File: src/rtl/vga_timing_pkg.sv
// Shared definitions for the VGA raster timing generator: axis phase encoding,
// default 640x480@60 geometry and the per-axis total derivation.
package vga_timing_pkg;

  typedef enum logic [1:0] {
    PH_ACTIVE = 2'd0,
    PH_FRONT  = 2'd1,
    PH_SYNC   = 2'd2,
    PH_BACK   = 2'd3
  } phase_e;

  localparam int unsigned DEF_CLK_DIV  = 2;

  localparam int unsigned DEF_H_ACTIVE = 640;
  localparam int unsigned DEF_H_FP     = 16;
  localparam int unsigned DEF_H_SYNC   = 96;
  localparam int unsigned DEF_H_BP     = 48;

  localparam int unsigned DEF_V_ACTIVE = 480;
  localparam int unsigned DEF_V_FP     = 10;
  localparam int unsigned DEF_V_SYNC   = 2;
  localparam int unsigned DEF_V_BP     = 33;

  localparam logic        DEF_SYNC_POL = 1'b0;

  localparam int unsigned POS_H_W = 11;
  localparam int unsigned POS_V_W = 10;

  function automatic int unsigned axis_total(input int unsigned act,
                                             input int unsigned fp,
                                             input int unsigned sync,
                                             input int unsigned bp);
    return act + fp + sync + bp;
  endfunction

endpackage

File: src/rtl/vga_axis_counter.sv
// One raster axis: position counter plus ACTIVE/FRONT/SYNC/BACK phase tracker.
// Exports the next-state phase so the parent can register its decodes in step with count.
module vga_axis_counter
  import vga_timing_pkg::*;
#(
  parameter int unsigned ACTIVE = DEF_H_ACTIVE,
  parameter int unsigned FP     = DEF_H_FP,
  parameter int unsigned SYNC   = DEF_H_SYNC,
  parameter int unsigned BP     = DEF_H_BP,
  parameter int unsigned WIDTH  = POS_H_W
) (
  input  logic             clk,
  input  logic             rst_n,
  input  logic             en,
  output logic [WIDTH-1:0] count,
  output phase_e           phase_d,
  output logic             wrap
);

  localparam int unsigned TOTAL = axis_total(ACTIVE, FP, SYNC, BP);

  localparam logic [WIDTH-1:0] LAST_ACTIVE = WIDTH'(ACTIVE - 1);
  localparam logic [WIDTH-1:0] LAST_FRONT  = WIDTH'(ACTIVE + FP - 1);
  localparam logic [WIDTH-1:0] LAST_SYNC   = WIDTH'(ACTIVE + FP + SYNC - 1);
  localparam logic [WIDTH-1:0] LAST        = WIDTH'(TOTAL - 1);

  logic [WIDTH-1:0] count_q;
  logic [WIDTH-1:0] count_d;
  phase_e           phase_q;

  assign wrap  = en && (count_q == LAST);
  assign count = count_q;

  always_comb begin
    count_d = count_q;
    phase_d = phase_q;
    if (en) begin
      count_d = (count_q == LAST) ? '0 : count_q + WIDTH'(1);
      case (phase_q)
        PH_ACTIVE: if (count_q == LAST_ACTIVE) phase_d = PH_FRONT;
        PH_FRONT:  if (count_q == LAST_FRONT)  phase_d = PH_SYNC;
        PH_SYNC:   if (count_q == LAST_SYNC)   phase_d = PH_BACK;
        PH_BACK:   if (count_q == LAST)        phase_d = PH_ACTIVE;
        default:                               phase_d = PH_BACK;
      endcase
    end
  end

  // Reset parks the axis on its last position so the first tick lands on 0.
  always_ff @(posedge clk) begin
    if (!rst_n) begin
      count_q <= LAST;
      phase_q <= PH_BACK;
    end else begin
      count_q <= count_d;
      phase_q <= phase_d;
    end
  end

endmodule

File: src/rtl/vga_timing_gen.sv
// VGA raster timing generator: pixel-rate divider, H/V axis counters and
// registered sync, blanking and start-of-line/frame strobes.
module vga_timing_gen
  import vga_timing_pkg::*;
#(
  parameter int unsigned CLK_DIV  = DEF_CLK_DIV,
  parameter int unsigned H_ACTIVE = DEF_H_ACTIVE,
  parameter int unsigned H_FP     = DEF_H_FP,
  parameter int unsigned H_SYNC   = DEF_H_SYNC,
  parameter int unsigned H_BP     = DEF_H_BP,
  parameter int unsigned V_ACTIVE = DEF_V_ACTIVE,
  parameter int unsigned V_FP     = DEF_V_FP,
  parameter int unsigned V_SYNC   = DEF_V_SYNC,
  parameter int unsigned V_BP     = DEF_V_BP,
  parameter logic        SYNC_POL = DEF_SYNC_POL
) (
  input  logic               clk,
  input  logic               rst_n,
  output logic               pix_tick,
  output logic [POS_H_W-1:0] pos_h,
  output logic [POS_V_W-1:0] pos_v,
  output logic               hsync,
  output logic               vsync,
  output logic               disp_en,
  output logic               line_start,
  output logic               frame_start
);

  localparam int unsigned   DIV_W    = (CLK_DIV > 1) ? $clog2(CLK_DIV) : 1;
  localparam logic [DIV_W-1:0] DIV_LAST = DIV_W'(CLK_DIV - 1);

  logic [DIV_W-1:0] div_q;
  logic [DIV_W-1:0] div_d;
  logic             tick;

  assign tick  = (div_q == DIV_LAST);
  assign div_d = tick ? '0 : div_q + DIV_W'(1);

  logic   h_wrap;
  logic   v_wrap;
  phase_e h_phase_d;
  phase_e v_phase_d;

  vga_axis_counter #(
    .ACTIVE (H_ACTIVE),
    .FP     (H_FP),
    .SYNC   (H_SYNC),
    .BP     (H_BP),
    .WIDTH  (POS_H_W)
  ) u_h_axis (
    .clk     (clk),
    .rst_n   (rst_n),
    .en      (tick),
    .count   (pos_h),
    .phase_d (h_phase_d),
    .wrap    (h_wrap)
  );

  // h_wrap already includes tick, so it is exactly the line-wrap advance.
  vga_axis_counter #(
    .ACTIVE (V_ACTIVE),
    .FP     (V_FP),
    .SYNC   (V_SYNC),
    .BP     (V_BP),
    .WIDTH  (POS_V_W)
  ) u_v_axis (
    .clk     (clk),
    .rst_n   (rst_n),
    .en      (h_wrap),
    .count   (pos_v),
    .phase_d (v_phase_d),
    .wrap    (v_wrap)
  );

  logic pix_tick_q,    pix_tick_d;
  logic line_start_q,  line_start_d;
  logic frame_start_q, frame_start_d;
  logic hsync_q,       hsync_d;
  logic vsync_q,       vsync_d;
  logic disp_en_q,     disp_en_d;

  // Decodes use the counters' next phase so they land on the same edge as pos_h/pos_v.
  always_comb begin
    pix_tick_d    = tick;
    line_start_d  = h_wrap;
    frame_start_d = h_wrap && v_wrap;
    hsync_d       = (h_phase_d == PH_SYNC) ? SYNC_POL : ~SYNC_POL;
    vsync_d       = (v_phase_d == PH_SYNC) ? SYNC_POL : ~SYNC_POL;
    disp_en_d     = (h_phase_d == PH_ACTIVE) && (v_phase_d == PH_ACTIVE);
  end

  always_ff @(posedge clk) begin
    if (!rst_n) begin
      div_q         <= '0;
      pix_tick_q    <= 1'b0;
      line_start_q  <= 1'b0;
      frame_start_q <= 1'b0;
      hsync_q       <= ~SYNC_POL;
      vsync_q       <= ~SYNC_POL;
      disp_en_q     <= 1'b0;
    end else begin
      div_q         <= div_d;
      pix_tick_q    <= pix_tick_d;
      line_start_q  <= line_start_d;
      frame_start_q <= frame_start_d;
      hsync_q       <= hsync_d;
      vsync_q       <= vsync_d;
      disp_en_q     <= disp_en_d;
    end
  end

  assign pix_tick    = pix_tick_q;
  assign line_start  = line_start_q;
  assign frame_start = frame_start_q;
  assign hsync       = hsync_q;
  assign vsync       = vsync_q;
  assign disp_en     = disp_en_q;

endmodule

File: config.mk
export PLATFORM = sky130hd
export DESIGN_NAME = vga_timing_gen
export DESIGN_NICKNAME = d
export VERILOG_FILES = /design/src/rtl/vga_timing_pkg.sv /design/src/rtl/vga_axis_counter.sv /design/src/rtl/vga_timing_gen.sv
export SDC_FILE = /design/constraint.sdc
export NUM_CORES = 1
export LEC_CHECK = 0
export BUFFER_PORTS_ARGS = -buffer_cell sky130_fd_sc_hd__buf_2
export CAP_MARGIN = 20
export CORE_UTILIZATION = 55
export CTS_BUF_LIST = sky130_fd_sc_hd__clkbuf_8
export DETAILED_ROUTE_END_ITERATION = 7
export PLACE_DENSITY = 0.75
export SYNTH_ARGS = -nofsm -noshare
export SYNTH_HDL_FRONTEND = slang
export SYNTH_SLANG_ARGS = --single-unit
File: constraint.sdc
create_clock -name clk -period 2.45 [get_ports clk]
set_input_delay 0 -clock clk [delete_from_list [all_inputs] [get_ports clk]]
set_output_delay 0 -clock clk [all_outputs]
set_load 0.03 [all_outputs]
## Word-level counts from Yosys, hierarchy flattened

Index checks and enable logic that the tools add are counted.

| storage, ports and cells | value |
|---|---|
| bits in writable memories | 0 |
| bits in registers | 32 |
| latch bits | 0 |
| ROM bits | 0 |
| memories | 0 |
| output and inout port bits | 27 |

| operators by class | value |
|---|---|
| div/mod/pow operators | 0 |
| reduce and logical (&&, ||, !) cells | 9 |
| bitwise operators | 1 |
| equality and inequality tests | 16 |
| $add $sub $neg | 3 |
| $lt $le $gt $ge | 0 |
| muxes and demuxes | 16 |
| shifts and indexed selects | 0 |
| $mul | 0 |

Operator list:

| kind | count |
|---|---|
| 11-bit by 10-bit equality test with 1-bit output (second input constant) | 4 |
| 10-bit by 9-bit equality test with 1-bit output (second input constant) | 3 |
| 2-bit two-way mux | 10 |
| 2-bit case mux with 4 select lines | 2 |
| 2-bit equality test (second input constant) | 6 |
| 11-bit by 1-bit adder with 11-bit output (second input constant) | 1 |
| 11-bit two-way mux | 1 |
| 10-bit by 1-bit adder with 10-bit output (second input constant) | 1 |
| 10-bit equality test (second input constant) | 1 |
| 10-bit two-way mux | 1 |
| 2-bit zero test | 4 |
| 2-bit by 1-bit equality test with 1-bit output (second input constant) | 2 |
| 1-bit logical AND | 4 |
| 1-bit two-way mux | 2 |
| 2-bit OR reduction | 1 |
| 1-bit adder (second input constant) | 1 |
| 1-bit inverter | 1 |

## Longest topological paths before layout

Gate-level depths: netlist (run 1).

| depth | value |
|---|---|
| depth in word-level cells | 6 |
| depth in mapped cells | 8 |
| gate-level depth less buffers | 7 |

## Cells and area by module

A second synthesis (run 1) with hierarchy kept.

| unflattened totals | value |
|---|---|
| cell total of the unflattened synthesis | 175 |
| area total of the unflattened synthesis | 1569.0 µm² |

By module, submodules not included:

| module | seq. area each (µm²) | times used | area each (µm²) | cells each |
|---|---|---|---|---|
| vga_axis_counter (u_v_axis) | 240.2 | 1 | 714.4 | 80 |
| vga_axis_counter (u_h_axis) | 260.2 | 1 | 655.6 | 80 |
| vga_timing_gen | 140.1 | 1 | 198.9 | 15 |

## Worst setup path before layout (run 1)

OpenSTA, ideal clock, no wires.

| path | value |
|---|---|
| path type | register to register |
| from | register u_h_axis.count_q[0] (netlist: u_h_axis.count[0]) |
| to | register u_v_axis.count_q[8] (netlist: u_v_axis.count[8]) |
| library setup time | 127 ps |
| stages on the path, launching flop included | 8 |
| arrival time | 1921 ps |
| path slack | 402 ps |
| required time | 2323 ps |
| period minus slack after synthesis | 2048 ps |
| path through | dfxtp_1 > ha_1 > and4_1 > buf_6 > nand4_2 > or4_4 > xor2_1 > nor2_2 |

| between the ends | value |
|---|---|
| word-level cells in the longest chain between the ends | 2 |

RTL lines:

| item | line | RTL |
|---|---|---|
| start: declaration | vga_axis_counter.sv:27 | `logic [WIDTH-1:0] count_q;` |
| start signal: assignment | vga_axis_counter.sv:55 | `count_q <= count_d;` |
| 11-bit by 10-bit equality test with 1-bit output | vga_axis_counter.sv:31 | `assign wrap = en && (count_q == LAST);` |
| 1-bit logical AND | vga_axis_counter.sv:31 |  |
| end signal: assignment | vga_axis_counter.sv:55 |  |
| end: declaration | vga_axis_counter.sv:27 |  |

Every way passes these cells.
A chain may end at the register's enable or synchronous reset.

## Final worst setup path (run 1)

| path | value |
|---|---|
| from | register u_h_axis.count_q[0] (netlist: u_h_axis.count[0]) |
| to | register u_v_axis.count_q[2] (netlist: u_v_axis.count[2]) |

Same word-level chain as after synthesis.

==> summary.txt, run 1 <==
Status
  • Outcome: finished clean

Floorplan
  • Row count: 18
  • Die Area: 0.00306 sq mm
  • Core area: 0.00259 sq mm
  • Initial cell density of the core: 60.3%
  • I/O pin total: 29
  • Die Span Y: 55.3 um
  • Die W: 55.3 um

CTS
  • Max Buffers Root-to-Sink: 2
  • CTS root buf: clkbuf_8
  • Skew-Pair Late Insertion Delay: 0.28 ns
  • Total CTS buffers: 5
  • Worst-path clk slew: 0.07 ns
  • CTS sink count: 32
  • Hold buffer count at cts: 0
  • Post-CTS Repair Setup Buffers: 0
  • CTS tree: built
  • Post-cts resize count: 0
  • H-Tree Depth: 2

Layout
  • Area of the multi-input gates: 857 sq um
  • Final std cells w/o fill: 231
  • Fraction of layout cells with a size suffix above 1: 22.4%
  • Number of antenna diodes: 0
  • Fin nets: 206
  • Fillers: 209
  • Register Area: 641 sq um
  • Area growth syn-to-layout: 17.3%

Synthesis
  • Register area share after synthesis: 41.0%
  • Synth cell count leaders: dfxtp_1, nand2_1, nand3_1, nor2_1, xor2_1
  • Asr flop ratio synth: 0%
  • Yosys warns: 0
  • Mean Syn Cell Area: 9.13 sq um
  • Main synth FF type: dfxtp_1
  • Register bit total from synthesis: 32
  • Top-area cell type share of the netlist area: 41.0%
  • Mapped cell area: 0.00156 sq mm
  • Top post-synthesis cells by area: dfxtp_1, xor2_1, nand3_1
  • Post-Syn Instances: 171
  • EDFF count, synth: 0
  • Most frequent cell after synthesis: dfxtp_1
  • Net count after synthesis: 177
  • Number of distinct library cells after synthesis: 46
  • Post-synth top area cell: dfxtp_1

Power and ir drop
  • P_int: 0.00116 W
  • PwrDens: 971 mW/mm^2
  • Combinational power share: 30.6%
  • Clk pwr share: 30.6%
  • Leak: 0.773 nW
  • Maximum VDD drop: 0.000788 V
  • Sw Share: 35.0%
  • Switching power: 0.000623 W
  • Sequential Power Share: 38.8%

Worst setup path
  • Most used cell, CP: and4_1
  • Reg2reg end: u_v_axis.count[2]
  • Critical-path cell list: ha_1 > and4_1 > and4_1 > buf_4 > o21ai_0 > nand2_1 > o311ai_0
  • CP delay by family, top: simple AND/OR/NAND/NOR gates
  • CP max FO: 13
  • CP arrival: 2.17 ns
  • Crit path from: u_h_axis.count[0]
  • Crit path capture: u_v_axis.count[2]
  • Critical path's slowest cell: dfxtp_1
  • WP data required: 2.58 ns
  • Startpoint Class: register
  • Reg2reg setup slack: 0.41 ns
  • CP max stage delay: 0.39 ns
  • Crit Path Class: register to register
  • CP Depth: 7
  • Worst R2R Start: u_h_axis.count[0]
  • Worst setup EP type: register
  • Crit path buffers/inverters: 1
  • R2R cell count: 7

Placement
  • Pre-CTS setup slack: 0.455 ns
  • GPL Wtd Cong: 0.818
  • Port bufs: 28
  • Detailed placer's ending HPWL: 2390 um
  • DP Cell Count: 223

STA
  • Unrepaired setup endpoints after global routing: no
  • Skew final: 0.00694 ns
  • Max-slew violations: 0
  • Final setup violation count: 0
  • Final worst path period share: 83.2%
  • Setup ws final: 0.412 ns
  • Hold Worst Slack: 0.0559 ns
  • Total negative slack: 0 ns
  • Fmax: 491 MHz
  • Final-report hold violation count: 0
  • Max transition margin: 68.0%
  • Slew @ Worst Pin: 0.477 ns
  • Tmin final: 2.04 ns

Route
  • Residual DRC: 0
  • Initial DRC count: 47
  • Drt first pass iters: 4
  • Vias: 1348
  • Vias per cell: 5.84
  • Detailed-route wire length: 3290 um
  • Post-route ant nets: 0
  • Routed wire length per instance: 14.2 um

GRT
  • Met1 Usage GRT: 27.0%
  • Antenna violations before repair: 0
  • Pin count of the biggest net entering global routing: 25
  • Total track usage: 23.6%
  • GR peak layer: met2
  • Number of global-route vias before repair: 1303
  • M2 GR Usage: 38.9%
  • First-pass GRT wire length: 5710 um
  • Met3 usage: 7.26%
  • Overflow after GRT: 0

Flow run
  • MaxCap Viol Count: 0

Hold path
  • Hold Path Class: input pin to register
per-layer routing:
metal | routed length (um) | share of wire, %
met5 | 0 | 0
met4 | 78 | 2.4
met3 | 152 | 4.6
met2 | 1520 | 46
met1 | 1540 | 47
final cells by class:
cell class              count  share of cell area (%)
clock inverters             1                    1.64
flip-flops and latches     32                    35.0
inverters                   4                   0.820
clock buffers               7                    5.26
multi-input cells         127                    46.8
repair buffers             30                    8.47
well taps                  30                    2.05
logic make-up (layout without fill, tap and decap cells):
kind of cell,Yosys count,after routing,synth area share (%)
simple gates,81,81,31.3
buf+inv,12,42,4.09
mux,1,1,0.641
xor+xnor,15,15,8.41
flops,32,32,41.0
compound gates,26,26,11.4
fa+ha+maj,4,4,3.21
sequential cells by signal, indices dropped and copies added, names as in the netlist:
signal	flops
u_v_axis.phase_q	2
line_start	1
frame_start	1
pix_tick	1
disp_en	1
div_q	1
vsync	1
hsync	1
u_h_axis.count	11
u_v_axis.count	10
u_h_axis.phase_q	2
layout by cell type (no fill, tap or decap), types with 2 or more instances in the layout:
cell	instances
a21oi_1	4
and2_1	4
and3_1	7
and4_1	2
and4b_1	2
buf_2	28
buf_4	2
clkbuf_8	7
dfxtp_1	32
ha_1	4
inv_1	4
nand2_1	13
nand3_1	12
nand3b_1	2
nand4_1	3
nand4bb_1	2
nor2_1	12
nor2b_1	4
nor3_1	6
o21ai_0	8
o21ai_1	3
o311ai_0	2
or3b_1	2
xnor2_1	6
xor2_1	9
worst min-delay path by stage:
stage	to	slack, ns	startpoint	cells after the start
after floorplan	u_h_axis.phase_q[0]	0.1	rst_n	1
after global placement	u_v_axis.phase_q[0]	0.35	rst_n	2
after detailed placement	u_h_axis.phase_q[1]	0.35	rst_n	2
after CTS	u_h_axis.phase_q[1]	0.05	rst_n	2
after global routing	u_v_axis.phase_q[0]	0.08	rst_n	2
final	u_h_axis.phase_q[1]	0.06	rst_n	2
worst reg2reg max path, stage by stage, from the launching register on:
cell and delay, ns:
dfxtp_1 0.39, ha_1 0.23, and4_1 0.38, and4_1 0.36, buf_4 0.23, o21ai_0 0.11, nand2_1 0.07, o311ai_0 0.13
power groups by stage:
stage                     combinational [W]  sequential, W  clock (W)
after CTS                          0.000544       0.000688   0.000559
after global routing               0.000597       0.000702   0.000575
after detailed placement           0.000541       0.000698          0
after floorplan                    0.000317       0.000790          0
final                              0.000545       0.000690   0.000544
after global placement             0.000530       0.000693          0
metrics by stage:
stage,area (sq um),power [W],util (%)
2_1_floorplan,1560,0.00111,-
3_3_place_gp,1710,0.00122,65.8
3_5_place_dp,1710,0.00124,65.8
4_1_cts,1830,0.00179,70.7
5_1_grt,1830,0.00187,70.7
6_report,1830,0.00178,70.7
No activity file was read; power rests on OpenSTA's default activity.
==> run 2, diff against run 1 <==
ABC_AREA = 1   (was not set)
PLACE_DENSITY = 0.74   (was 0.75)
clock period = 2 ns   (was 2.45 ns; I/O delays follow)
==> run 2 against run 1 <==
The run now ends with DRC left. Non-clock buffer count down 1. First-iteration DRC count is 130% higher. Total power is 5.8% higher. Critical endpoint is now u_v_axis.count[5]. Highest routed layer unchanged.
==> summary.txt, run 2 <==
Status
  • Outcome: finished with violations
  • Failing checks: DRC

STA
  • Skew final: 0.00626 ns (-0.000685 ns)
  • Total negative slack: 0 ns (unchanged)
  • Slew @ Worst Pin: 0.364 ns (-0.113 ns)
  • Unrepaired setup endpoints after global routing: no
  • Max transition margin: 75.6% (+7.6 points)
  • Final-report hold violation count: 0 (unchanged)
  • Final setup violation count: 0 (unchanged)
  • Max-slew violations: 0 (unchanged)
  • Tmin final: 1.70 ns (-0.337 ns)
  • Hold Worst Slack: 0.110 ns (+0.0539 ns)
  • Fmax: 588 MHz (+20%)
  • Final worst path period share: 85.1% (+1.9 points)

Route
  • Post-route ant nets: 0 (unchanged)
  • Vias per cell: 5.41 (-7.3%)
  • Residual DRC: 3 (+3)
  • Initial DRC count: 110 (+130%)
  • Vias: 1622 (+20%)
  • Routed wire length per instance: 13.0 um (-8.8%)
  • Drt first pass iters: 6 (+2)
  • Detailed-route wire length: 3900 um (+18%)

Worst setup path
  • CP max FO: 10 (-3)
  • Crit Path Class: register to register
  • Crit path capture: u_v_axis.count[5]
  • Worst R2R Start: u_v_axis.count[0]
  • Reg2reg setup slack: 0.30 ns (-0.11 ns)
  • Reg2reg end: u_v_axis.count[5]
  • Worst setup EP type: register
  • Startpoint Class: register
  • R2R cell count: 9 (+2)
  • Crit path from: u_v_axis.count[0]
  • CP arrival: 1.92 ns (-0.25 ns)
  • WP data required: 2.22 ns (-0.36 ns)

Layout
  • Number of antenna diodes: 0 (unchanged)
  • Fin nets: 274 (+33%)
  • Max reg flops: 11 (unchanged)
  • Most frequent cells in the layout: nand2_1, inv_1, dfxtp_1
  • Area growth syn-to-layout: 15.8%
  • Fraction of layout cells with a size suffix above 1: 20.8% (-1.6 points)
  • Most common cell after layout, fill and taps aside: nand2_1

Synthesis
  • Register area share after synthesis: 37.9% (-3.2 points)
  • Synth cell count leaders: nand2_1, inv_1, dfxtp_1
  • Top post-synthesis cells by area: dfxtp_1, nand2_1, inv_1
  • Net count after synthesis: 240 (+36%)
  • Post-synth top area cell: dfxtp_1
  • Number of distinct library cells after synthesis: 32 (-30%)
  • Main synth FF type: dfxtp_1
  • Asr flop ratio synth: 0% (unchanged)
  • Mean Syn Cell Area: 7.23 sq um (-21%)
  • EDFF count, synth: 0 (unchanged)
  • Yosys warns: 0 (unchanged)
  • Most frequent cell after synthesis: nand2_1
  • Post-Syn Instances: 234 (+37%)
  • Top-area cell type share of the netlist area: 37.9% (-3.2 points)
  • Mapped cell area: 0.00169 sq mm (+8.3%)
  • Register bit total from synthesis: 32 (unchanged)

Power and ir drop
  • PwrDens: 961 mW/mm^2 (-1.0%)
  • Leak: 0.962 nW (+24%)
  • Maximum VDD drop: 0.000812 V (+3.0%)

Floorplan
  • Initial cell density of the core: 59.8% (-0.49 points)
  • Core area: 0.00283 sq mm (+9.2%)
  • Die W: 57.5 um (+3.9%)
  • Die Area: 0.00330 sq mm (+8.0%)
  • Die Span Y: 57.5 um (+3.9%)
  • Row count: 19 (+1)
  • I/O pin total: 29 (unchanged)

CTS
  • Worst-path clk slew: 0.07 ns (about the same)
  • H-Tree Depth: 2 (unchanged)
  • Total CTS buffers: 5 (unchanged)
  • CTS sink count: 32 (unchanged)
  • Post-CTS Repair Setup Buffers: 0 (unchanged)
  • Hold buffer count at cts: 0 (unchanged)
  • Max Buffers Root-to-Sink: 2 (unchanged)
  • Post-cts resize count: 0 (unchanged)
  • CTS root buf: clkbuf_8
  • CTS tree: built
  • Skew-Pair Late Insertion Delay: 0.29 ns (about the same)

GRT
  • First-pass GRT wire length: 6640 um (+16%)
  • Total track usage: 26.5% (+2.9 points)
  • Overflow after GRT: 0 (unchanged)
  • Antenna violations before repair: 0 (unchanged)
  • Number of global-route vias before repair: 1506 (+16%)
  • Pin count of the biggest net entering global routing: 15 (-40%)

Flow run
  • MaxCap Viol Count: 0 (unchanged)

Placement
  • Port bufs: 28 (unchanged)
  • Detailed placer's ending HPWL: 2930 um (+23%)
  • GPL Wtd Cong: 0.894 (+9.2%)

Hold path
  • Hold Path Class: input pin to register
[run 2: changes by cell type in the layout (fill, tap and decap cells not counted), sizes merged, moves of 4 or more]
cell   before  now
nor2b       4    0
nor3        6   10
and3        7    0
xor2        9    2
nor2       13   33
inv         4   37
nand3      12   24
xnor2       6    1
nand4       4    8
and2        4    0
nand2      13   47
a21oi       4   13
[run 2: kinds of logic after synthesis]
| kind of cell | synth area share (%) |
|---|---|
| simple gates | 38.7 |
| buf+inv | 8.58 |
| compound gates | 10.4 |
| flops | 37.9 |
| fa+ha+maj | 2.96 |
| xor+xnor | 1.55 |
[run 2: metrics by stage]
step | std cells | util [%] | area, sq um | power, W | setup WS (ns)
6_report | 300 | 69.2 | 1960 | 0.00188 | 0.299
2_1_floorplan | 234 | - | 1690 | 0.00125 | 0.324
4_1_cts | 300 | 69.2 | 1960 | 0.00189 | 0.310
3_5_place_dp | 292 | 66.0 | 1870 | 0.00139 | 0.331
5_1_grt | 300 | 69.2 | 1960 | 0.00200 | 0.105
3_3_place_gp | 292 | 66.0 | 1870 | 0.00138 | 0.339
[run 2: cell type report]
class	count	area, sq um
Fill cell	256	871
Clock buffer	6	82.6
Multi-Input combinational cell	164	906
Timing Repair Buffer	29	148
Sequential cell	32	641
Clock inverter	2	7.51
Tap cell	31	38.8
Inverter	36	135
[run 2: metal layers]
layer | GRT usage, % | share of wire (%)
met4 | 10.5 | 1.7
met2 | 45.3 | 49
met1 | 32.0 | 46
met3 | 6.35 | 3.4
met5 | 0 | 0
[run 2: critical path: stages, from the launching register on]
cell and delay (ns):
dfxtp_1 0.51, inv_1 0.11, ha_1 0.22, nand2_1 0.07, nor2_1 0.04, nand3_2 0.14, nor2_4 0.06, nor2_1 0.19
o21ai_0 0.15, a21oi_1 0.14
[run 2: worst min-delay path by stage]
stage / cells after the start / slack, ns / endpoint / from
floorplan: 1 / 0.07 / u_h_axis.phase_q[0] / rst_n
global placement: 3 / 0.40 / u_h_axis.phase_q[1] / rst_n
detailed placement: 3 / 0.41 / u_h_axis.count[3] / rst_n
CTS: 3 / 0.10 / u_h_axis.phase_q[1] / rst_n
global route: 3 / 0.11 / u_h_axis.count[2] / rst_n
finish: 3 / 0.11 / u_h_axis.phase_q[1] / rst_n
[run 2: where the power goes]
| part | total, W | switching, W | internal [W] |
|---|---|---|---|
| sequential | 0.000780 | 0.0000767 | 0.000703 |
| combinational | 0.000599 | 0.000417 | 0.000182 |
| clock | 0.000504 | 0.000234 | 0.000270 |
